`config.mk`:
```
export PLATFORM = sky130hd
export DESIGN_NAME = filter_out_decim
export DESIGN_NICKNAME = d
export VERILOG_FILES = /design/src/rtl/filter_out_decim.sv
export SDC_FILE = /design/constraint.sdc
export NUM_CORES = 1
export LEC_CHECK = 0
export ABC_AREA = 1
export CAP_MARGIN = 20
export CORE_ASPECT_RATIO = 1.75
export CORE_MARGIN = 2
export CORE_UTILIZATION = 58
export DETAILED_ROUTE_END_ITERATION = 10
export GPL_TIMING_DRIVEN = 0
export PLACE_DENSITY = 0.84
export SETUP_SLACK_MARGIN = 0.5
export SKIP_CTS_REPAIR_TIMING = 1
export SLEW_MARGIN = 15
export SYNTH_ARGS = -nofsm -noshare
export SYNTH_HDL_FRONTEND = slang
export SYNTH_SLANG_ARGS = --single-unit
```
`constraint.sdc`:
```
create_clock -name clk -period 2.5 [get_ports clk]
set_input_delay 0.5 -clock clk [delete_from_list [all_inputs] [get_ports clk]]
set_output_delay 0.5 -clock clk [all_outputs]
set_load 0.03 [all_outputs]
```
`src/rtl/filter_out_decim.sv`:
```
// rtl/filter_out_decim.sv - block-average decimator with FWFT output FIFO
//
// Purpose:
//   Sits downstream of the 16-bit filter. It sums each block of
//   2^DECIM_LOG2 enabled Yn samples and divides the sum by the block size.
//   The result goes into a small first-word-fall-through FIFO, which lets a
//   consumer stall without ever back-pressuring the filter. When a block
//   completes while the FIFO is full and nothing is popped on the same edge,
//   the result is dropped and the sticky overflow flag is raised.
//
// Configuration:
//   DECIM_ROUND_EN - when defined, results are rounded half-up instead of
//                    truncated. Latency and handshake are the same in both
//                    builds.
//
// Parameters:
//   DECIM_LOG2 - log2 of the decimation factor (1..6)
//   FIFO_AW    - log2 of the FIFO depth
//
// Ports:
//   clk        in   system clock, rising edge
//   reset      in   asynchronous active-high reset
//   Yn         in   [15:0] unsigned filter sample
//   in_en      in   Yn is valid this cycle
//   out_data   out  [15:0] FIFO head word (0 when empty)
//   out_valid  out  FIFO not empty
//   out_ready  in   consumer takes out_data this cycle
//   fifo_count out  [FIFO_AW:0] words stored
//   overflow   out  sticky, a block result was dropped

module filter_out_decim #(
  parameter int DECIM_LOG2 = 2,
  parameter int FIFO_AW    = 2
) (
  input  logic               clk,
  input  logic               reset,
  input  logic [15:0]        Yn,
  input  logic               in_en,
  output logic [15:0]        out_data,
  output logic               out_valid,
  input  logic               out_ready,
  output logic [FIFO_AW:0]   fifo_count,
  output logic               overflow
);

  localparam int AW    = 16 + DECIM_LOG2;
  localparam int DEPTH = 1 << FIFO_AW;

  localparam logic [DECIM_LOG2-1:0] CNT_LAST   = '1;
  localparam logic [FIFO_AW:0]      COUNT_FULL = (FIFO_AW+1)'(DEPTH);

  // Decimator state
  logic [AW-1:0]         acc_q, acc_d;
  logic [DECIM_LOG2-1:0] cnt_q, cnt_d;

  // FIFO state
  logic [15:0]           mem_q [DEPTH];
  logic [FIFO_AW-1:0]    wr_ptr_q, wr_ptr_d;
  logic [FIFO_AW-1:0]    rd_ptr_q, rd_ptr_d;
  logic [FIFO_AW:0]      count_q, count_d;
  logic                  ovf_q, ovf_d;

  // Datapath / control
  logic [AW-1:0]         sum;
  logic [15:0]           result;
  logic                  blk_done;
  logic                  full;
  logic                  pop;
  logic                  wr_en;

  // ---------------------------------------------------------------------------
  // Accumulator and block counter
  // ---------------------------------------------------------------------------
  always_comb begin
    // The accumulator is DECIM_LOG2 bits wider than a sample, so summing a
    // whole block of 0xFFFF cannot wrap.
    sum      = acc_q + {{DECIM_LOG2{1'b0}}, Yn};
    blk_done = in_en && (cnt_q == CNT_LAST);

`ifdef DECIM_ROUND_EN
    // (sum + 2^(k-1)) >> k equals (sum >> k) plus the bit just below the cut.
    // The largest block sum still rounds to at most 0xFFFF, so the 16-bit
    // add cannot carry out.
    result = sum[AW-1:DECIM_LOG2] + {15'd0, sum[DECIM_LOG2-1]};
`else
    result = sum[AW-1:DECIM_LOG2];
`endif

    acc_d = acc_q;
    cnt_d = cnt_q;
    if (in_en) begin
      if (blk_done) begin
        acc_d = '0;
        cnt_d = '0;
      end else begin
        acc_d = sum;
        cnt_d = cnt_q + DECIM_LOG2'(1);
      end
    end
  end

  always_ff @(posedge clk or posedge reset) begin
    if (reset) begin
      acc_q <= '0;
      cnt_q <= '0;
    end else begin
      acc_q <= acc_d;
      cnt_q <= cnt_d;
    end
  end

  // ---------------------------------------------------------------------------
  // FWFT FIFO
  // ---------------------------------------------------------------------------
  always_comb begin
    out_valid = (count_q != '0);
    full      = (count_q == COUNT_FULL);
    pop       = out_valid && out_ready;
    // When full, a pop on the same edge frees the slot the new word uses.
    wr_en     = blk_done && (!full || pop);

    wr_ptr_d = wr_ptr_q;
    rd_ptr_d = rd_ptr_q;
    count_d  = count_q;
    ovf_d    = ovf_q;

    if (wr_en) begin
      wr_ptr_d = wr_ptr_q + FIFO_AW'(1);
    end
    if (pop) begin
      rd_ptr_d = rd_ptr_q + FIFO_AW'(1);
    end

    unique case ({wr_en, pop})
      2'b10:   count_d = count_q + (FIFO_AW+1)'(1);
      2'b01:   count_d = count_q - (FIFO_AW+1)'(1);
      default: count_d = count_q;
    endcase

    if (blk_done && full && !pop) begin
      ovf_d = 1'b1;
    end
  end

  always_ff @(posedge clk or posedge reset) begin
    if (reset) begin
      wr_ptr_q <= '0;
      rd_ptr_q <= '0;
      count_q  <= '0;
      ovf_q    <= 1'b0;
    end else begin
      wr_ptr_q <= wr_ptr_d;
      rd_ptr_q <= rd_ptr_d;
      count_q  <= count_d;
      ovf_q    <= ovf_d;
    end
  end

  // Storage has no reset; the pointers and count define which words are live.
  always_ff @(posedge clk) begin
    if (wr_en) begin
      mem_q[wr_ptr_q] <= result;
    end
  end

  // Head word is read straight from storage; forced to zero when empty so
  // the output is clean out of reset.
  assign out_data   = out_valid ? mem_q[rd_ptr_q] : 16'd0;
  assign fifo_count = count_q;
  assign overflow   = ovf_q;

endmodule

```
==> impl_metrics.py, run 1 <==
metrics = {
    "cts": {
        "cts_max_level": 3,
        "clock_tree.root_cell": "sky130_fd_sc_hd__clkbuf_16",
        "clk-insertion-delay-late_ps": 340,
        "tritoncts.num_buffers": 9,
        "cts-root-to-sink-buffers": 2,
        "clk_pin_slew_ps": 60,
        "cts_tree": "yes",
        "tritoncts_num_sinks": 92,
    },
    "sta": {
        "worst-slew-pin-transition_ps": 765.3,
        "max-slew-margin-rel_pct": 48.93,
        "time_the_worst_path_needs_with_i_o_delays_and_setup_ps": 2194,
        "maxClockFrequency_ghz": 0.4559,
        "timing.final.setup_violations": 0,
        "grt_setup_unrepaired": "yes",
        "final-max-slew-violation-count": 0,
        "final_critical_path_setup_slack_ps": 306.4,
        "hold_viol": 0,
        "clock-skew-final_ps": 9.641,
        "period_share_pct": 87.74,
    },
    "yosys": {
        "sequential_to_total_area_share_from_yosys_stat_pct": 56.01,
        "post_synth.cell_area_avg_um2": 9.478,
        "ys_top_cells_by_area": "sky130_fd_sc_hd__edfxtp_1, sky130_fd_sc_hd__dfrtp_1, sky130_fd_sc_hd__nand2_1, sky130_fd_sc_hd__nor2_1, sky130_fd_sc_hd__ha_1",
        "synth_top_area_share_pct": 41.05,
        "ys_ff_latch": 92,
        "synth_area_um2": 4682,
        "synth_largest_area_cell": "sky130_fd_sc_hd__edfxtp_1",
        "synthesis.yosys.warnings": 0,
        "gate_count_of_the_mapped_netlist": 494,
        "synth.lib_cells_used.distinct": 29,
        "syn-num-nets": 538,
    },
    "placed_design": {
        "pre_cts_ws_ps": -93.77,
        "place_area_um2": 5285,
        "gp_congestion": 0.9215,
        "placement.io_buffers": 40,
        "hpwl_um": 7644,
    },
    "floorplan": {
        "die_area_um2": 8835,
        "placeableCoreArea_um2": 7855,
        "start_util_pct": 59.60,
        "fp.dieW_um": 71.92,
        "boundaryPins": 41,
        "dieHeight_um": 122.9,
        "fp-row-count": 43,
    },
    "global_routing": {
        "antenna_found_initial": 0,
        "global_route.usage.total_pct": 26.34,
        "grt.overflow.total": 0,
        "first_global_vias": 3645,
        "grt_first_pass_wirelength_um": 17040,
        "grt_start_max_net_pins": 19,
    },
    "power": {
        "total_power_w": 0.008921,
        "power_density_over_the_cells_nw_per_um2": 1432,
        "max-vdd-ir-drop_v": 0.0007585,
        "leakage_nw": 2.685,
    },
    "finish": {
        "final_layout_size_suffix_gt1_share_pct": 26.32,
        "postLayoutCellArea_um2": 6231,
        "layout.nets": 609,
        "synthToLayoutAreaGrowth_pct": 33.08,
        "antenna-diode-count": 0,
    },
    "setup_path": {
        "worstSetupStartpointType": "flop",
        "crit_arrival_ps": 1690,
        "crit_path_max_fanout": 9,
        "timing.critical_path.required_ps": 2000,
        "criticalPathCategory": "flop to output pin",
        "crit_path_end_kind": "output pin",
    },
    "detailed_routing": {
        "detail_route.wl_per_cell_um": 18.97,
        "totalWireLength_um": 12520,
        "dr_total_vias": 3886,
        "iteration_0_drc_markers": 463,
        "drcViolationCount": 0,
        "routed_via_density": 5.888,
        "ant_nets": 0,
        "detailedRoute.firstPassIterationCount": 7,
    },
    "run_status": {
        "outcome": "completed",
    },
    "min_path": {
        "hold_path_class": "flop to flop",
    },
    "flow_run": {
        "drv_cap": 0,
    },
}
layer usage:
layer / vias to the layer above / wire length, µm / share of wire (%) / track usage (%)
met5: - / 0 / 0 / 0
met4: 0 / 609 / 4.9 / 15.68
met3: 44 / 734 / 5.9 / 4.269
met2: 181 / 6704 / 54 / 46.99
met1: 1881 / 4471 / 36 / 28.87
li1: 1780 / - / - / -
metrics by stage:
step,setup TNS [ps],hold slack (ps),instances,util [%]
finish,0,502.3,660,79.32
floorplan,0,445.9,494,-
detailed placement,-2270,472.3,628,67.28
global placement,-27180,458.7,624,66.39
global route,0,520.9,660,79.32
CTS,-6561,487.0,644,70.93
cells by family (layout without fill, tap and decap cells):
group                      count (synthesis)  count (layout)  synth area share (%)
adders and majority gates                 24              24                 6.734
AOI/OAI and AO/OA                         81              81                 9.567
buffers and inverters                     58             134                 4.890
xor gates and xnor gates                  11              11                 2.058
and+or+nand+nor                          228             228                 20.74
DFF                                       92              92                 56.01
worst max-delay path: stages, from the launching register on:
cell and delay [ps]:
sky130_fd_sc_hd__dfrtp_1 380, sky130_fd_sc_hd__buf_8 180, sky130_fd_sc_hd__buf_8 130, sky130_fd_sc_hd__nor2_1 50
sky130_fd_sc_hd__nor2_1 110, sky130_fd_sc_hd__o21ai_0 100, sky130_fd_sc_hd__a21oi_1 200, sky130_fd_sc_hd__buf_4 190
Yosys cell counts:
cell                       number
sky130_fd_sc_hd__clkbuf_1       6
sky130_fd_sc_hd__or2_1          2
sky130_fd_sc_hd__buf_1          1
sky130_fd_sc_hd__nand3b_1       5
sky130_fd_sc_hd__nand2_2        7
sky130_fd_sc_hd__nand2_1       96
sky130_fd_sc_hd__o21ai_0       39
sky130_fd_sc_hd__a21oi_2        5
sky130_fd_sc_hd__xnor2_1        3
sky130_fd_sc_hd__a21oi_1       28
sky130_fd_sc_hd__o21bai_1       2
sky130_fd_sc_hd__nor3_1         1
sky130_fd_sc_hd__edfxtp_1      64
sky130_fd_sc_hd__inv_2          6
sky130_fd_sc_hd__a22o_1         5
sky130_fd_sc_hd__buf_4          1
sky130_fd_sc_hd__and2_4         1
sky130_fd_sc_hd__nand3_1       20
sky130_fd_sc_hd__nor2_1        82
sky130_fd_sc_hd__fa_1           2
sky130_fd_sc_hd__and2_1        10
sky130_fd_sc_hd__buf_2          6
sky130_fd_sc_hd__ha_1          22
sky130_fd_sc_hd__o21ai_1        2
sky130_fd_sc_hd__xor2_1         8
sky130_fd_sc_hd__inv_1         38
sky130_fd_sc_hd__nor2_2         2
sky130_fd_sc_hd__nand3_2        2
sky130_fd_sc_hd__dfrtp_1       28
worst paths after layout:
| kind | from | endpoint | slack, ps | cells past startpoint |
|---|---|---|---|---|
| setup reg to reg | fifo_count[0]$_DFFE_PP0P_ | fifo_count[2]$_DFFE_PP0P_ | 520 | 10 |
| min in group asynchronous | reset | fifo_count[2]$_DFFE_PP0P_ | 630 | 2 |
| setup / recovery | rd_ptr_q[0]$_DFFE_PP0P_ | out_data[13] | 310 | 7 |
| hold reg to reg | cnt_q[1]$_DFFE_PP0P_ | cnt_q[1]$_DFFE_PP0P_ | 500 | 2 |
| max in group asynchronous | reset | acc_q[6]$_DFFE_PP0P_ | 1310 | 3 |
| hold / removal | cnt_q[1]$_DFFE_PP0P_ | cnt_q[1]$_DFFE_PP0P_ | 500 | 2 |
power breakdown:
part           internal (W)  switching, W  total [W]
Combinational       0.00208       0.00301    0.00508
Sequential          0.00226      0.000248    0.00250
Clock              0.000772      0.000561    0.00133
Total               0.00511       0.00381    0.00892
placed cells by master (no fill, tap or decap), drive strengths merged:
master           n
dlymetal6s2s    15
bufinv           1
clkinv           4
clkbuf          17
nor2            84
xor2             8
fa               2
dfrtp           28
inv             44
a21oi           33
o21ai           41
or2              2
nand2          103
ha              22
nand3b           5
xnor2            3
edfxtp          64
nand3           22
buf             44
nor3             1
clkdlybuf4s50    9
a22o             5
and2            11
o21bai           2
final cells by class:
cell class / instances / area (µm²)
inverters: 44 / 172.7
well taps: 90 / 112.6
multi-input cells: 344 / 2240
plain buffers: 14 / 150.1
fillers: 426 / 1624
clock inverters: 5 / 53.80
flip-flops and latches: 92 / 2626
clock buffers: 11 / 232.7
repair buffers: 60 / 643.1
sequential cells by signal, summed over array words and instances, names as in the netlist:
name / count
cnt_q: 2
rd_ptr_q: 2
overflow: 1
wr_ptr_q: 2
fifo_count: 3
acc_q: 18
mem_q: 64
No activity file was read; power rests on OpenSTA's default activity.
==> run 2: changes to the inputs <==
- REMOVE_ABC_BUFFERS: default -> 1
==> impl_metrics.py, run 2 (synthesis gave the netlist of run 1 again) <==
metrics = {
    "run_status": {
        "outcome": "completed",
    },
    "power": {
        "power_density_over_the_cells_nw_per_um2": 1445,
        "leakage_nw": 2.736,
        "max-vdd-ir-drop_v": 0.0009069,
        "pwr-share-comb_pct": 59.1,
        "power_share_of_the_sequential_group_pct": 27.4,
        "net-switching-power_w": 0.004192,
        "clock_network_fraction_of_total_power_pct": 13.5,
        "intPower_w": 0.005132,
        "swShare_pct": 44.96,
    },
    "global_routing": {
        "grt_first_pass_wirelength_um": 16180,
        "groute.layer.met2.usage_pct": 43.92,
        "top_usage_layer": "met2",
        "antenna_found_initial": 0,
        "first_global_vias": 3585,
        "use_met3_pct": 4.926,
        "grt.overflow.total": 0,
        "global_route.usage.total_pct": 24.68,
        "grt.met1_usage_pct": 26.09,
        "grt_start_max_net_pins": 36,
    },
    "finish": {
        "ff_latch_area_um2": 2628,
        "synthToLayoutAreaGrowth_pct": 37.79,
        "flip_flop_count_of_the_largest_register_after_layout": 64,
        "layout.cells.most_common_list": "sky130_fd_sc_hd__nand2_1, sky130_fd_sc_hd__edfxtp_1, sky130_fd_sc_hd__nor2_1",
        "layout.nets": 610,
        "layout.cells.most_common": "sky130_fd_sc_hd__nand2_1",
        "postLayoutCellArea_um2": 6451,
        "multi_input_comb_area_um2": 2454,
        "fillers": 395,
        "final_layout_size_suffix_gt1_share_pct": 32.75,
        "largest-register": "mem_q",
        "antenna-diode-count": 0,
    },
    "sta": {
        "grt_setup_unrepaired": "yes",
        "setup_total_negative_slack_ps": 0,
        "timing.final.setup_violations": 0,
        "worst-slew-pin-transition_ps": 656.3,
        "time_the_worst_path_needs_with_i_o_delays_and_setup_ps": 2248,
        "period_share_pct": 89.93,
        "hold_viol": 0,
        "final-max-slew-violation-count": 0,
        "clock-skew-final_ps": 7.572,
        "max-slew-margin-rel_pct": 56.20,
        "maxClockFrequency_ghz": 0.4448,
        "final_critical_path_setup_slack_ps": 251.8,
        "hold_slack_ps": 524.2,
    },
    "setup_path": {
        "timing.critical_path.required_ps": 2000,
        "criticalPathCategory": "flop to output pin",
        "crit_path_cell_trace": "buf_12 > buf_12 > nor2_1 > nor2_1 > o21ai_0 > a21oi_1 > clkbuf_4",
        "cpLargestDelayFamily": "buffers and inverters",
        "crit_slowest_cell": "sky130_fd_sc_hd__dfrtp_2",
        "crit_path_max_fanout": 7,
        "crit_arrival_ps": 1750,
        "path_buf_inv": 3,
        "crit_path_max_incr_delay_ps": 410,
        "worstSetupStartpointType": "flop",
        "crit_path_end_kind": "output pin",
    },
    "placed_design": {
        "gp_congestion": 0.8917,
        "placement.io_buffers": 40,
        "place_area_um2": 5206,
        "pre_cts_ws_ps": -661.9,
        "hpwl_um": 7118,
    },
    "floorplan": {
        "start_util_pct": 59.60,
        "boundaryPins": 41,
        "fp.dieW_um": 71.92,
        "placeableCoreArea_um2": 7855,
        "die_area_um2": 8835,
        "fp-row-count": 43,
        "dieHeight_um": 122.9,
    },
    "cts": {
        "tritoncts_num_sinks": 92,
        "clk-insertion-delay-late_ps": 350,
        "tritoncts.num_buffers": 9,
        "cts-root-to-sink-buffers": 2,
        "cts_tree": "yes",
        "cts_max_level": 3,
        "clock_tree.root_cell": "sky130_fd_sc_hd__clkbuf_16",
        "clk_pin_slew_ps": 60,
    },
    "detailed_routing": {
        "ant_nets": 0,
        "routed_via_density": 6.104,
        "drcViolationCount": 0,
        "totalWireLength_um": 13800,
        "detail_route.wl_per_cell_um": 20.88,
        "detailedRoute.firstPassIterationCount": 5,
        "dr_total_vias": 4035,
        "iteration_0_drc_markers": 591,
    },
    "flow_run": {
        "drv_cap": 0,
    },
    "min_path": {
        "hold_path_class": "flop to flop",
    },
}
-- run 2: cell types whose count changed in the layout (fill, tap and decap cells not counted), sizes merged --
cell	change
inv	-1
clkinvlp	+3
clkdlybuf4s50	+1
clkbuf	-2
bufinv	-1
dlymetal6s2s	-1
clkinv	+2
-- run 2: worst paths after layout --
check | start | to | slack (ps) | depth (start not counted)
worst max-delay path | rd_ptr_q[0]$_DFFE_PP0P_ | out_data[2] | 250 | 7
worst max register to register | cnt_q[0]$_DFFE_PP0P_ | fifo_count[2]$_DFFE_PP0P_ | 500 | 8
max in group asynchronous | reset | rd_ptr_q[1]$_DFFE_PP0P_ | 1430 | 3
worst min-delay path | overflow$_DFFE_PP0P_ | overflow$_DFFE_PP0P_ | 520 | 1
worst min register to register | overflow$_DFFE_PP0P_ | overflow$_DFFE_PP0P_ | 520 | 1
min in group asynchronous | reset | fifo_count[1]$_DFFE_PP0P_ | 540 | 2
-- run 2: area by class of cell --
cell class	count	area share [%]
timing repair inverter	3	0.3297
clock buffer	11	3.607
inverter	44	3.006
sequential	92	40.73
multi-input combinational	344	38.03
clock inverter	5	0.4655
timing repair buffer	72	12.08
tap	90	1.746
-- run 2: power by group through the flow --
stage	Clock, W	Combinational, W	Sequential (W)
5_1_grt	0.00130	0.00588	0.00258
3_5_place_dp	0	0.00374	0.00257
3_3_place_gp	0	0.00356	0.00255
2_1_floorplan	0	0.00252	0.00255
4_1_cts	0.00123	0.00377	0.00254
6_report	0.00126	0.00551	0.00256
-- run 2: through the flow --
stage,std cells,utilization (%),power [W]
finish,661,82.13,0.009324
global route,661,82.13,0.009757
CTS,630,69.62,0.007537
detailed placement,614,66.28,0.006311
global placement,610,65.32,0.006116
floorplan,480,-,0.005069
-- run 2: per-layer routing --
| layer | share of wire, % | routed length [µm] | up-vias |
|---|---|---|---|
| li1 | - | - | 1784 |
| met4 | 4.2 | 573 | 0 |
| met3 | 6.1 | 839 | 58 |
| met5 | 0 | 0 | - |
| met2 | 55 | 7535 | 216 |
| met1 | 35 | 4853 | 1977 |
==> run 3: changes to the inputs <==
- SETUP_SLACK_MARGIN: 0.5 -> 0.3
==> impl_metrics.py, run 3 (synthesis gave the netlist of run 1 again) <==
metrics = {
    "setup_path": {
        "crit_arrival_ps": 1780,
        "crit_path_end_kind": "output pin",
        "worstSetupStartpointType": "flop",
        "crit_path_max_fanout": 16,
        "timing.critical_path.required_ps": 2000,
        "criticalPathCategory": "flop to output pin",
    },
    "finish": {
        "flip_flop_count_of_the_largest_register_after_layout": 64,
        "layout.nets": 598,
        "synthToLayoutAreaGrowth_pct": 24.48,
        "layout.cells.most_common_list": "sky130_fd_sc_hd__nand2_1, sky130_fd_sc_hd__nor2_1, sky130_fd_sc_hd__edfxtp_1",
        "largest-register": "mem_q",
        "layout.cells.most_common": "sky130_fd_sc_hd__nand2_1",
        "antenna-diode-count": 0,
        "final_layout_size_suffix_gt1_share_pct": 19.86,
        "final-instance-count-excl-fill": 649,
    },
    "floorplan": {
        "die_area_um2": 8835,
        "dieHeight_um": 122.9,
        "fp.dieW_um": 71.92,
        "placeableCoreArea_um2": 7855,
        "boundaryPins": 41,
        "start_util_pct": 59.60,
        "fp-row-count": 43,
    },
    "cts": {
        "clk_pin_slew_ps": 60,
        "cts-root-to-sink-buffers": 2,
        "cts_tree": "yes",
        "clk-insertion-delay-late_ps": 340,
        "clock_tree.root_cell": "sky130_fd_sc_hd__clkbuf_16",
        "cts_max_level": 3,
        "tritoncts.num_buffers": 9,
        "tritoncts_num_sinks": 92,
    },
    "detailed_routing": {
        "iteration_0_drc_markers": 587,
        "detailedRoute.firstPassIterationCount": 5,
        "totalWireLength_um": 11510,
        "detail_route.wl_per_cell_um": 17.74,
        "dr_total_vias": 3685,
        "routed_via_density": 5.678,
        "drcViolationCount": 0,
        "ant_nets": 0,
    },
    "flow_run": {
        "drv_cap": 0,
    },
    "run_status": {
        "outcome": "completed",
    },
    "sta": {
        "timing.final.setup_violations": 0,
        "maxClockFrequency_ghz": 0.4393,
        "period_share_pct": 91.05,
        "hold_viol": 0,
        "worst-slew-pin-transition_ps": 913.5,
        "final_critical_path_setup_slack_ps": 223.7,
        "time_the_worst_path_needs_with_i_o_delays_and_setup_ps": 2276,
        "setup_total_negative_slack_ps": 0,
        "clock-skew-final_ps": 7.586,
        "final-max-slew-violation-count": 0,
        "max-slew-margin-rel_pct": 39.04,
        "grt_setup_unrepaired": "yes",
    },
    "placed_design": {
        "hpwl_um": 7118,
        "pre_cts_ws_ps": -661.9,
        "gp_congestion": 0.8917,
        "place.detailed.instances": 614,
        "placement.io_buffers": 40,
    },
    "power": {
        "power_density_over_the_cells_nw_per_um2": 1394,
        "max-vdd-ir-drop_v": 0.0007043,
        "leakage_nw": 2.468,
    },
    "global_routing": {
        "antenna_found_initial": 0,
        "grt_start_max_net_pins": 36,
        "grt.overflow.total": 0,
        "grt_first_pass_wirelength_um": 16180,
        "global_route.usage.total_pct": 24.68,
        "first_global_vias": 3585,
    },
    "min_path": {
        "hold_path_class": "flop to flop",
    },
}
run 3: changes by cell type in the layout (fill, tap and decap cells not counted), sizes merged:
cell           change
clkinv             -1
dlymetal6s2s      -11
clkdlybuf4s50     +12
clkinvlp           -2
inv                +1
buf               -13
clkbuf             +2
run 3: per-stage QoR:
step	util, %	cell area (µm²)	power (W)	hold slack, ps
after global routing	74.20	5828	0.008656	508.1
after CTS	69.62	5469	0.007537	483.8
final	74.20	5828	0.008127	487.8
after floorplan	-	4618	0.005069	445.9
after detailed placement	66.28	5206	0.006311	465.9
after global placement	65.32	5131	0.006116	457.3
run 3: final timing paths:
| path | endpoint | start | depth (start not counted) | slack [ps] |
|---|---|---|---|---|
| max reg2reg | fifo_count[2]$_DFFE_PP0P_ | fifo_count[0]$_DFFE_PP0P_ | 10 | 420 |
| min | overflow$_DFFE_PP0P_ | overflow$_DFFE_PP0P_ | 1 | 490 |
| max in group asynchronous | rd_ptr_q[1]$_DFFE_PP0P_ | reset | 3 | 1440 |
| max | out_data[2] | rd_ptr_q[1]$_DFFE_PP0P_ | 5 | 220 |
| min in group asynchronous | fifo_count[1]$_DFFE_PP0P_ | reset | 2 | 540 |
| min reg2reg | overflow$_DFFE_PP0P_ | overflow$_DFFE_PP0P_ | 1 | 490 |
run 3: routing by layer:
metal	GRT usage (%)	vias up	part of all wire, %
li1	-	1761	-
met1	26.09	1763	36
met2	43.92	124	55
met3	4.926	37	4.5
met4	15.57	0	4.0
met5	0	-	0
run 3: cell type report:
| type | count | area (µm²) |
|---|---|---|
| clock inverter | 5 | 30.03 |
| timing repair inverter | 1 | 11.26 |
| timing repair buffer | 62 | 609.3 |
| fill | 513 | 2027 |
| sequential | 92 | 2628 |
| tap | 90 | 112.6 |
| clock buffer | 11 | 232.7 |
| multi-input combinational | 344 | 2022 |
| inverter | 44 | 182.7 |
run 3: critical path: stages, from the launching register on:
cell and delay [ps]:
sky130_fd_sc_hd__dfrtp_4 500, sky130_fd_sc_hd__buf_12 160, sky130_fd_sc_hd__nor2_1 120, sky130_fd_sc_hd__o21ai_0 100, sky130_fd_sc_hd__a21oi_1 210, sky130_fd_sc_hd__dlymetal6s2s_1 330
run 3: report_power, final:
part           internal (W)  switching [W]
registers           0.00226       0.000228
clock network      0.000669       0.000562
logic               0.00165        0.00276
